<file path="config.mk">
export PLATFORM = sky130hd
export DESIGN_NAME = multicycle_core
export DESIGN_NICKNAME = d
export VERILOG_FILES = /design/src/rtl/multicycle_core.sv
export SDC_FILE = /design/constraint.sdc
export NUM_CORES = 1
export LEC_CHECK = 0
export CORE_UTILIZATION = 54
export DETAILED_ROUTE_END_ITERATION = 10
export GPL_ROUTABILITY_DRIVEN = 0
export PLACE_DENSITY = 0.76
export SLEW_MARGIN = 10
export SYNTH_ARGS = -nofsm -noshare
export SYNTH_HDL_FRONTEND = slang
export SYNTH_SLANG_ARGS = --single-unit
</file>
<file path="constraint.sdc">
create_clock -name CLK -period 2.9 [get_ports CLK]
set_input_delay 0.29 -clock CLK [delete_from_list [all_inputs] [get_ports CLK]]
set_output_delay 0.29 -clock CLK [all_outputs]
set_load 0.1 [all_outputs]
</file>
<file path="src/rtl/multicycle_core.sv">
// rtl/multicycle_core.sv - multi-cycle 4-op core with handshaked fetch, internal data memory and single-step
module multicycle_core #(
  parameter int DATA_W = 8,
  parameter int REG_AW = 2,
  parameter int MEM_AW = 3,
  localparam int NUM_REGS = 2 ** REG_AW,
  localparam int INSTR_W = 2 + 3 * REG_AW,
  localparam int MEM_DEPTH = 2 ** MEM_AW
) (
  input  logic               CLK,
  input  logic               Reset,
  input  logic               StepMode,
  input  logic               Step,
  output logic               InstrReq,
  input  logic               InstrValid,
  input  logic [INSTR_W-1:0] Instruction,
  output logic [DATA_W-1:0]  CurrentPC,
  output logic               RegWriteValid,
  output logic [DATA_W-1:0]  RegWriteData,
  output logic               MemWriteValid,
  output logic [DATA_W-1:0]  MemWriteData,
  output logic               Paused
);

  typedef enum logic [2:0] {
    S_FETCH  = 3'd0,
    S_DECODE = 3'd1,
    S_EXEC   = 3'd2,
    S_MEM    = 3'd3,
    S_WB     = 3'd4,
    S_PAUSE  = 3'd5
  } state_t;

  localparam logic [1:0] OP_ADD = 2'b00;
  localparam logic [1:0] OP_LW  = 2'b01;
  localparam logic [1:0] OP_SW  = 2'b10;
  localparam logic [1:0] OP_J   = 2'b11;

  state_t state, state_nx;

  logic [INSTR_W-1:0] ir;
  logic [DATA_W-1:0]  pc;
  logic [DATA_W-1:0]  opa, opb;
  logic [MEM_AW-1:0]  addr;
  logic [DATA_W-1:0]  rwdata, mwdata;
  logic [DATA_W-1:0]  regs [NUM_REGS];
  logic [DATA_W-1:0]  mem  [MEM_DEPTH];

  logic [1:0]        op;
  logic [REG_AW-1:0] rs, rt, imm, dst;
  logic [DATA_W-1:0] sext_imm, sum, pc_inc, jump_target;
  state_t            retire_state;

  // Instruction field decode and the shared adder used for ADD results and LW/SW addresses
  always_comb begin
    op           = ir[INSTR_W-1 -: 2];
    rs           = ir[3*REG_AW-1 -: REG_AW];
    rt           = ir[2*REG_AW-1 -: REG_AW];
    imm          = ir[REG_AW-1:0];
    dst          = (op == OP_ADD) ? imm : rt;
    sext_imm     = {{(DATA_W-REG_AW){imm[REG_AW-1]}}, imm};
    sum          = opa + ((op == OP_ADD) ? opb : sext_imm);
    pc_inc       = pc + DATA_W'(1);
    jump_target  = pc_inc + sext_imm;
    retire_state = StepMode ? S_PAUSE : S_FETCH;
  end

  // State register
  always_ff @(posedge CLK or negedge Reset) begin
    if (!Reset) state <= S_FETCH;
    else        state <= state_nx;
  end

  // Next-state sequencing and per-state strobes
  always_comb begin
    state_nx      = state;
    InstrReq      = 1'b0;
    Paused        = 1'b0;
    RegWriteValid = 1'b0;
    MemWriteValid = 1'b0;
    case (state)
      S_FETCH: begin
        InstrReq = 1'b1;
        if (InstrValid) state_nx = S_DECODE;
      end
      S_DECODE: state_nx = S_EXEC;
      S_EXEC: begin
        case (op)
          OP_ADD:  state_nx = S_WB;
          OP_LW:   state_nx = S_MEM;
          OP_SW:   state_nx = S_MEM;
          default: state_nx = retire_state;
        endcase
      end
      S_MEM: begin
        MemWriteValid = (op == OP_SW);
        state_nx      = (op == OP_LW) ? S_WB : retire_state;
      end
      S_WB: begin
        RegWriteValid = 1'b1;
        state_nx      = retire_state;
      end
      S_PAUSE: begin
        Paused = 1'b1;
        if (Step || !StepMode) state_nx = S_FETCH;
      end
      default: state_nx = S_FETCH;
    endcase
  end

  // Datapath: operand latches, result/store data, PC, register file and data memory
  always_ff @(posedge CLK or negedge Reset) begin
    if (!Reset) begin
      ir     <= '0;
      pc     <= '0;
      opa    <= '0;
      opb    <= '0;
      addr   <= '0;
      rwdata <= '0;
      mwdata <= '0;
      for (int i = 0; i < NUM_REGS; i++) regs[i] <= DATA_W'(i);
      for (int i = 0; i < MEM_DEPTH; i++) mem[i] <= '0;
    end else begin
      case (state)
        S_FETCH: begin
          if (InstrValid) ir <= Instruction;
        end
        S_DECODE: begin
          opa <= regs[rs];
          opb <= regs[rt];
        end
        S_EXEC: begin
          addr <= sum[MEM_AW-1:0];
          if (op == OP_ADD) rwdata <= sum;
          if (op == OP_SW)  mwdata <= opb;
          if (op == OP_J)   pc     <= jump_target;
        end
        S_MEM: begin
          if (op == OP_SW) begin
            mem[addr] <= opb;
            pc        <= pc_inc;
          end else begin
            rwdata <= mem[addr];
          end
        end
        S_WB: begin
          regs[dst] <= rwdata;
          pc        <= pc_inc;
        end
        default: ;
      endcase
    end
  end

  assign CurrentPC    = pc;
  assign RegWriteData = rwdata;
  assign MemWriteData = mwdata;

endmodule

</file>
==> run_results.csv, run 1 <==
group,metric,value,unit
synthesis,yosysWarningCount,0,
global_routing,grt_usage,0.246,
routing,drt_iter0_markers,321,
placement,portBuffers,40,
placement,dp_hpwl,11100,um
sta,max_slew_margin,0.499,
critical_path,path_max_fanout,4,
sta,setup_tns,0,ns
synthesis,synth_edf_count,0,
critical_path,worstReg2RegStart,"ir[7]",
critical_path,slowest_stage,"fa_1",
routing,vias_per_cell,6.06,
synthesis,synth_cells,589,
synthesis,ys_async_sr_fraction,1.00,
global_routing,grt_pass1_vias,5173,
critical_path,crit_arrival,3.16,ns
critical_path,start_kind,"flip-flop",
synthesis,ys_seq_elements,150,
finish,drive_above_1_share,0.406,
sta,finalWorstSetupSlack,0.0599,ns
sta,worst_pin_slew,0.746,ns
placement,pre_cts_ws,0.142,ns
synthesis,yosysSeqAreaShare,0.489,
clock_tree,cts_setup_buffers,0,
critical_path,end_kind,"flip-flop",
global_routing,grt_max_degree,70,
critical_path,worstPathRequired,3.22,ns
clock_tree,clk_latency,0.43,ns
sta,maxSlewViolCount,0,
global_routing,grt-ovfl-total,0,
critical_path,critPathKind,"reg -> reg",
floorplanning,die_h,121,um
routing,drt_wl_total,16500,um
finish,antennaDiodeCount,0,
routing,num_vias,4972,
power,max-vdd-ir-drop,0.723,mV
clock_tree,h-tree-depth,4,
critical_path,critPathTopFamily,"compound AO/OA/AOI/OAI gates",
finish,instances_no_fill,821,
routing,wl_per_cell,20.1,um
floorplanning,chipWidth,121,um
clock_tree,clkTransAtPathRegs,0.07,ns
sta,period_needed,2.84,ns
synthesis,synth.distinct_cells,55,
finish,final_nets,664,
routing,highest_layer,"met4",
flow_run,cap_violations,0,
synthesis,syn_area,0.00769,mm^2
finish,fin_area,0.00887,mm^2
global_routing,antenna_found_initial,0,
global_routing,grt_pass1_wl,27100,um
floorplanning,core_area,0.0139,mm^2
routing,final_antenna_net_count,0,
floorplanning,start_util,0.554,
critical_path,ff2ff_path_depth,11,
critical_path,max_stage_delay,0.42,ns
placement,dp.cells,789,
sta,finalHoldViolCount,0,
synthesis,synth_ff_type,"dfrtp_1",
clock_tree,cts_buffers,17,
critical_path,crit_buf_inv,1,
sta,skew,0.00969,ns
critical_path,r2r_end,"RegWriteData[6]",
placement,place_area,0.00823,mm^2
sta,fmax,0.352,GHz
routing,drc,0,
sta,setup_viol,0,
power,power,10.3,mW
finish,area_delta_synth_final,15.4,%
synthesis,syn_nets,624,
clock_tree,cts_tree,"done",
floorplanning,rows,43,
clock_tree,cts_sinks,150,
sta,period_share,0.979,
outcome,status,"finished clean",
routing,drtPass1Iterations,4,
power,p_per_area,1160,mW/mm^2
critical_path,crit_chain,"inv_2 > ha_4 > mux2_2 > ha_1 > fa_1 > a21oi_2 > o21bai_2 > a211o_1 > mux2i_1 > a2111oi_0 > o31ai_1",
min_path,hold_class,"in -> async",
critical_path,rrSetupSlack,0.06,ns
routing,m1WireLength,7290,um
clock_tree,cts-root-buf,"clkbuf_16",
floorplanning,dieArea,0.0147,mm^2
power,p_leak,4.21,nW
synthesis,syn_avg_cell_area,13.1,um^2
routing,met3_length,640,um
clock_tree,cts_max_path_buffers,2,
floorplanning,ios,41,
routing,met2_length,8140,um
==> cells by family (layout without fill, tap and decap cells) <==
| logic type | count (synthesis) | after routing | synth area share |
|---|---|---|---|
| flip-flops | 150 | 150 | 0.489 |
| AND/OR/NAND/NOR | 111 | 111 | 0.0752 |
| XOR/XNOR | 14 | 14 | 0.0159 |
| buffers and inverters | 44 | 96 | 0.0234 |
| adder cells (fa/ha/maj) | 22 | 22 | 0.0378 |
| AO/OA/AOI/OAI | 76 | 76 | 0.0614 |
| multiplexers | 172 | 172 | 0.297 |
==> how the worst max path moves through the flow <==
stage,startpoint,endpoint,cells past startpoint
finish,ir[7],RegWriteData[6],11
global route,ir[7],RegWriteData[6],11
CTS,ir[6],RegWriteData[6],11
detailed placement,ir[6],RegWriteData[6],11
global placement,ir[6],RegWriteData[6],11
floorplan,state[0],ir[4],5
==> timing repair <==
action | 4_1_cts | 5_1_grt
endpoints found under the hold margin | 63 | 0
hold buffers | 1 | 0
endpoints found under the setup margin | 0 | 3
gates resized for setup | 0 | 6
==> registers in the layout (all words and copies together) (netlist names) <==
register      count
mem              64
regs             32
CurrentPC         8
MemWriteData      8
RegWriteData      8
ir                8
opa               8
opb               8
addr              3
state             3
==> per-layer routing <==
| metal | vias to the layer above | GRT usage |
|---|---|---|
| met1 | 2578 | 0.321 |
| met4 | 0 | 0.108 |
| met2 | 110 | 0.403 |
| met5 | - | 0 |
| met3 | 29 | 0.0456 |
| li1 | 2255 | - |
==> stage by stage <==
| step | hold slack (ns) | util |
|---|---|---|
| global route | 0.485 | 0.639 |
| detailed placement | 0.339 | 0.593 |
| global placement | 0.322 | 0.593 |
| CTS | 0.445 | 0.638 |
| floorplan | -0.00559 | - |
| finish | 0.437 | 0.639 |
==> Yosys cell counts (2+ instances only) <==
library cell,n,area [um^2]
o31ai_1,3,22.5
buf_2,3,15.0
a21o_1,6,45.0
nor3b_4,2,37.5
o21ai_0,26,130
and3_1,5,31.3
xnor2_1,8,70.1
mux2i_1,8,80.1
a21oi_1,17,85.1
a31oi_1,3,18.8
dfstp_2,4,105
and2_1,3,18.8
nor3_1,6,30.0
nand2b_1,2,12.5
mux4_2,32,721
fa_1,2,40.0
nor2b_1,2,12.5
dfrtp_1,146,3650
ha_1,20,250
inv_1,8,30.0
xor2_1,6,52.6
nand3_1,8,40.0
buf_1,2,7.51
a211o_1,3,26.3
nand2_1,48,180
a211oi_1,5,37.5
nor2_1,18,67.6
nand3b_1,4,30.0
nor3b_1,2,15.0
mux2_2,131,1480
o211ai_1,4,30.0
clkbuf_1,28,105
and3b_1,2,17.5
==> cells in the final DEF (no fill, tap or decap), types with 4 or more instances in the layout <==
cell type,n
a211oi_1,5
nand2_1,48
mux2i_1,8
clkinv_2,4
nand3b_1,4
and3_1,5
mux2_2,131
a21o_1,6
ha_1,19
mux4_2,32
dfrtp_2,4
a21oi_1,16
inv_1,6
buf_4,42
dfrtp_1,142
dfstp_2,4
xnor2_1,8
xor2_1,6
nor3_1,5
o211ai_1,4
nand3_1,8
clkdlybuf4s50_1,11
bufinv_16,4
o21ai_0,26
clkbuf_16,17
nor2_1,18
==> final cells by class <==
type | instances | area, um^2
fillers | 1023 | 5010
multi-input cells | 395 | 3770
clock inverters | 13 | 180
well taps | 180 | 225
repair buffers | 56 | 467
flip-flops and latches | 150 | 3760
clock buffers | 18 | 429
inverters | 9 | 33.8
==> worst register-to-register path: cells and delay by family (launching register included) <==
kind / cells / cell delay, ns
compound gates: 5 / 0.96
fa+ha+maj: 3 / 0.78
buf+inv: 1 / 0.10
flops: 1 / 0.40
mux: 2 / 0.50
==> report_power, final <==
part	switching, mW	internal (mW)
Sequential	0.775	2.62
Clock	0.867	1.43
Combinational	2.68	1.91
Power figures use the tool's default switching activity.
==> run 2: changes to the inputs <==
--- a/config.mk
+++ b/config.mk
@@ -5,11 +5,13 @@
 export SDC_FILE = /design/constraint.sdc
 export NUM_CORES = 1
 export LEC_CHECK = 0
+export ABC_CLOCK_PERIOD_IN_PS = 2900
+export CORE_MARGIN = 2
 export CORE_UTILIZATION = 54
 export DETAILED_ROUTE_END_ITERATION = 10
 export GPL_ROUTABILITY_DRIVEN = 0
 export PLACE_DENSITY = 0.76
-export SLEW_MARGIN = 10
+export SLEW_MARGIN = 25
 export SYNTH_ARGS = -nofsm -noshare
 export SYNTH_HDL_FRONTEND = slang
 export SYNTH_SLANG_ARGS = --single-unit
==> run_results.csv, run 2 (synthesis results as in run 1) <==
group,metric,value,unit
outcome,status,"finished clean",
sta,finalHoldViolCount,0,
critical_path,start_kind,"flip-flop",
sta,period_share,0.956,
floorplanning,dieArea,0.0152,mm^2
floorplanning,rows,43,
routing,num_vias,4967,
sta,fin_worst_hold_slack,0.434,ns
routing,final_antenna_net_count,0,
finish,final_common_cell,"dfrtp_1",
finish,layout_common_cells,"dfrtp_1, mux2_2, buf_4, nand2_1, mux4_2",
clock_tree,clk_latency,0.42,ns
clock_tree,h-tree-depth,4,
sta,worst_pin_slew,0.787,ns
routing,vias_per_cell,6.01,
routing,drtPass1Iterations,5,
global_routing,grt_pass1_vias,5120,
critical_path,worstPathRequired,3.22,ns
critical_path,worstReg2RegStart,"ir[7]",
critical_path,critPathKind,"reg -> reg",
power,pwr-share-clk,0.218,
routing,drc,0,
floorplanning,die_h,123,um
min_path,hold_class,"in -> async",
finish,antennaDiodeCount,0,
power,swShare,0.418,
critical_path,crit_arrival,3.09,ns
placement,place_area,0.00826,mm^2
power,seq_power_share,0.330,
global_routing,grtUsageMet3,0.0475,
clock_tree,clkTransAtPathRegs,0.06,ns
power,power,10.3,mW
power,p_int,5.98,mW
floorplanning,chipWidth,123,um
flow_run,cap_violations,0,
critical_path,r2r_end,"RegWriteData[6]",
placement,portBuffers,40,
power,p_per_area,1150,mW/mm^2
finish,reg_top3,"mem (64), regs (32)",
critical_path,rrSetupSlack,0.13,ns
clock_tree,cts_tree,"done",
critical_path,end_kind,"flip-flop",
sta,finalWorstSetupSlack,0.127,ns
global_routing,use_met2,0.368,
global_routing,grt_use_met1,0.307,
global_routing,top_usage_layer,"met2",
sta,maxSlewViolCount,0,
floorplanning,core_area,0.0139,mm^2
global_routing,grt_usage,0.232,
clock_tree,cts_buffers,17,
finish,fin_area,0.00892,mm^2
global_routing,grt_pass1_wl,26400,um
power,max-vdd-ir-drop,0.569,mV
power,p_switching,4.30,mW
sta,max_slew_margin,0.475,
critical_path,path_max_fanout,4,
power,p_comb_frac,0.452,
finish,final_nets,671,
sta,skew,0.00693,ns
global_routing,grt-ovfl-total,0,
floorplanning,start_util,0.554,
sta,setup_viol,0,
finish,drive_above_1_share,0.414,
clock_tree,cts_max_path_buffers,2,
sta,fmax,0.361,GHz
global_routing,grt_max_degree,66,
finish,top_register,"mem",
placement,pre_cts_ws,0.0404,ns
clock_tree,cts-root-buf,"clkbuf_16",
floorplanning,ios,41,
critical_path,ff2ff_path_depth,11,
routing,drt_wl_total,16300,um
finish,area_delta_synth_final,16.0,%
routing,wl_per_cell,19.7,um
placement,dp_hpwl,11000,um
sta,period_needed,2.77,ns
global_routing,antenna_found_initial,0,
finish,largest_reg_flops,64,
clock_tree,cts_sinks,150,
power,p_leak,4.24,nW
routing,drt_iter0_markers,376,
run 2: cell count changes in the layout (fill, tap and decap cells not counted), sizes merged:
cell	delta
buf	+7
bufinv	-1
clkbuf	+3
clkinv	+1
clkinvlp	-2
inv	-2
run 2: worst max path at each step:
stage | startpoint | end | slack (ns) | depth (start not counted)
6_report | ir[7] | RegWriteData[6] | 0.13 | 11
5_1_grt | ir[7] | RegWriteData[6] | -0.04 | 11
4_1_cts | ir[6] | RegWriteData[6] | 0.007 | 11
3_5_place_dp | ir[6] | RegWriteData[6] | 0.04 | 11
3_3_place_gp | ir[6] | RegWriteData[6] | 0.23 | 11
2_1_floorplan | state[0] | ir[4] | 0.03 | 5
run 2: critical path, stage by stage, from the launching register on:
cell	delay (ns)
dfrtp_1	0.41
inv_2	0.11
ha_4	0.16
mux2_2	0.33
ha_2	0.19
fa_2	0.37
a21oi_2	0.16
o21bai_2	0.10
a211o_1	0.31
mux2i_1	0.18
a2111oi_1	0.08
o31ai_1	0.27
run 2: timing repair:
item,CTS,global route
hold buffers,1,0
setup buffers,0,4
hold endpoints to repair,55,0
endpoints found under the setup margin,1,1
gates resized for setup,1,8
pin swaps,0,4
run 2: per-layer routing:
metal  wire length [um]  share of wire  vias up
li1                   -              -     2254
met1               7080           0.43     2553
met2               7990           0.49      129
met3                779          0.048       31
met4                439          0.027        0
met5                  0              0        -
run 2: power groups by stage:
stage                     Combinational (mW)  Sequential, mW  Clock, mW
final                                   4.65            3.40       2.24
after global routing                    5.01            3.51       2.35
after CTS                               4.57            3.40       2.26
after detailed placement                4.53            3.43          0
after global placement                  4.40            3.38          0
after floorplan                         2.97            3.85          0
run 2: through the flow:
stage,std cells,TNS (ns),util
3_5_place_dp,792,0,0.595
5_1_grt,827,-0.0447,0.643
4_1_cts,823,0,0.639
6_report,827,0,0.643
3_3_place_gp,792,0,0.595
2_1_floorplan,589,0,-
run 2: layout make-up:
class / instances / area (um^2)
clock inverter: 9 / 126
tap: 180 / 225
fill: 1009 / 4960
sequential: 150 / 3760
timing repair buffer: 63 / 519
multi-input combinational: 395 / 3780
inverter: 9 / 33.8
clock buffer: 21 / 470
==> run 3: changes to the inputs <==
--- a/config.mk
+++ b/config.mk
@@ -7,8 +7,9 @@
 export LEC_CHECK = 0
 export ABC_CLOCK_PERIOD_IN_PS = 2900
 export CORE_MARGIN = 2
-export CORE_UTILIZATION = 54
+export CORE_UTILIZATION = 58
 export DETAILED_ROUTE_END_ITERATION = 10
+export DONT_BUFFER_PORTS = 1
 export GPL_ROUTABILITY_DRIVEN = 0
 export PLACE_DENSITY = 0.76
 export SLEW_MARGIN = 25
==> run_results.csv, run 3 (synthesis results as in run 1) <==
group,metric,value,unit
critical_path,end_kind,"flip-flop",
power,max-vdd-ir-drop,0.644,mV
global_routing,antenna_found_initial,0,
floorplanning,dieArea,0.0142,mm^2
critical_path,worstPathRequired,3.23,ns
critical_path,crit_chain,"inv_1 > ha_2 > mux2_2 > ha_1 > fa_2 > a21oi_2 > o21bai_2 > a211o_1 > mux2i_1 > a2111oi_0 > o31ai_1",
finish,area_delta_synth_final,11.2,%
placement,dp_hpwl,10900,um
sta,maxSlewViolCount,0,
critical_path,startpoint,"ir[7]",
outcome,violations,"hold timing",
routing,wl_per_cell,20.6,um
clock_tree,cts_sinks,150,
finish,largest_reg_flops,64,
finish,reg_top3,"mem (64), regs (32)",
global_routing,grt-ovfl-total,0,
critical_path,critPathTopFamily,"compound AO/OA/AOI/OAI gates",
routing,final_antenna_net_count,0,
critical_path,max_stage_delay,0.41,ns
critical_path,crit_buf_inv,1,
clock_tree,clkTransAtPathRegs,0.07,ns
placement,dp.cells,753,
power,p_per_area,1160,mW/mm^2
critical_path,path_max_fanout,3,
routing,drt_wl_total,16200,um
floorplanning,rows,42,
critical_path,rrSetupSlack,0.16,ns
sta,max_slew_margin,0.277,
finish,top_register,"mem",
critical_path,crit_path_end,"RegWriteData[6]",
floorplanning,core_area,0.0131,mm^2
outcome,status,"finished, violations left",
routing,drtPass1Iterations,5,
finish,final_common_cell,"dfrtp_1",
clock_tree,cts_buffers,17,
routing,vias_per_cell,6.18,
critical_path,worstReg2RegStart,"ir[7]",
floorplanning,start_util,0.588,
sta,setup_tns,0,ns
placement,portBuffers,0,
routing,num_vias,4852,
placement,place_area,0.00795,mm^2
floorplanning,die_h,119,um
sta,period_share,0.946,
clock_tree,cts-root-buf,"clkbuf_16",
clock_tree,clk_latency,0.43,ns
sta,skew,0.0103,ns
sta,fin_worst_hold_slack,-0.447,ns
min_path,hold_class,"in -> async",
clock_tree,cts_setup_buffers,0,
clock_tree,cts_max_path_buffers,2,
finish,final_nets,631,
finish,layout_common_cells,"dfrtp_1, mux2_2, nand2_1, mux4_2, o21ai_0",
finish,instances_no_fill,785,
clock_tree,h-tree-depth,4,
sta,period_needed,2.74,ns
global_routing,grt_max_degree,151,
global_routing,grt_usage,0.245,
sta,worst_pin_slew,1.08,ns
sta,finalHoldViolCount,150,
routing,drt_iter0_markers,315,
critical_path,critPathKind,"reg -> reg",
critical_path,r2r_end,"RegWriteData[6]",
clock_tree,cts_tree,"done",
floorplanning,ios,41,
floorplanning,chipWidth,119,um
critical_path,slowest_stage,"dfrtp_1",
critical_path,crit_cells,11,
routing,drc,0,
finish,antennaDiodeCount,0,
critical_path,start_kind,"flip-flop",
global_routing,grt_pass1_wl,26900,um
sta,fmax,0.364,GHz
sta,setup_viol,0,
global_routing,grt_pass1_vias,5129,
flow_run,cap_violations,0,
critical_path,crit_arrival,3.08,ns
power,p_leak,4.03,nW
finish,drive_above_1_share,0.397,
critical_path,ff2ff_path_depth,11,
finish,fin_area,0.00855,mm^2
[run 3: area by class of cell]
class	count	area, um^2
clock inverter	13	121
tap	176	220
timing repair buffer	23	176
clock buffer	19	453
inverter	9	33.8
fill	915	4540
sequential	150	3760
multi-input combinational	395	3780
[run 3: worst reg2reg max path: stages (launching register included)]
cell       delay [ns]
dfrtp_1          0.41
inv_1            0.11
ha_2             0.20
mux2_2           0.33
ha_1             0.22
fa_2             0.38
a21oi_2          0.16
o21bai_2         0.10
a211o_1          0.31
mux2i_1          0.13
a2111oi_0        0.08
o31ai_1          0.20
[run 3: power by group]
group / switching [mW] / internal, mW / total [mW]
Clock: 0.897 / 1.23 / 2.13
Sequential: 1.37 / 2.61 / 3.98
Combinational: 2.03 / 1.80 / 3.83
Total: 4.30 / 5.64 / 9.94
[run 3: layer usage]
metal / wire length [um] / track usage / part of all wire
met4: 214 / 0.0804 / 0.013
met1: 7250 / 0.329 / 0.45
met5: 0 / 0 / 0
met2: 7930 / 0.399 / 0.49
met3: 801 / 0.0575 / 0.049
[run 3: stage by stage]
step                      power, mW  utilization  hold slack, ns  setup WS (ns)
after CTS                      9.91        0.652          -0.448         0.0771
after detailed placement       7.77        0.608        -0.00156         0.0223
after floorplan                6.82            -        -0.00559         0.0295
final                          9.94        0.653          -0.447          0.155
after global placement         7.59        0.608        -0.00191          0.228
after global routing           10.5        0.653          -0.454       -0.00619
[run 3: worst min-delay path by stage]
stage / from / endpoint / slack, ns / depth (start not counted)
2_1_floorplan: Reset / CurrentPC[0] / -0.006 / 0
6_report: Reset / CurrentPC[3] / -0.45 / 0
5_1_grt: Reset / MemWriteData[0] / -0.45 / 0
4_1_cts: Reset / MemWriteData[0] / -0.45 / 0
3_5_place_dp: Reset / CurrentPC[3] / -0.002 / 0
3_3_place_gp: Reset / CurrentPC[2] / -0.002 / 0
[run 3: repair_timing]
action / CTS / global route
endpoints found under the setup margin: 1 / 3
gates cloned: 0 / 0
hold endpoints to repair: 150 / 150
resized for setup: 1 / 6
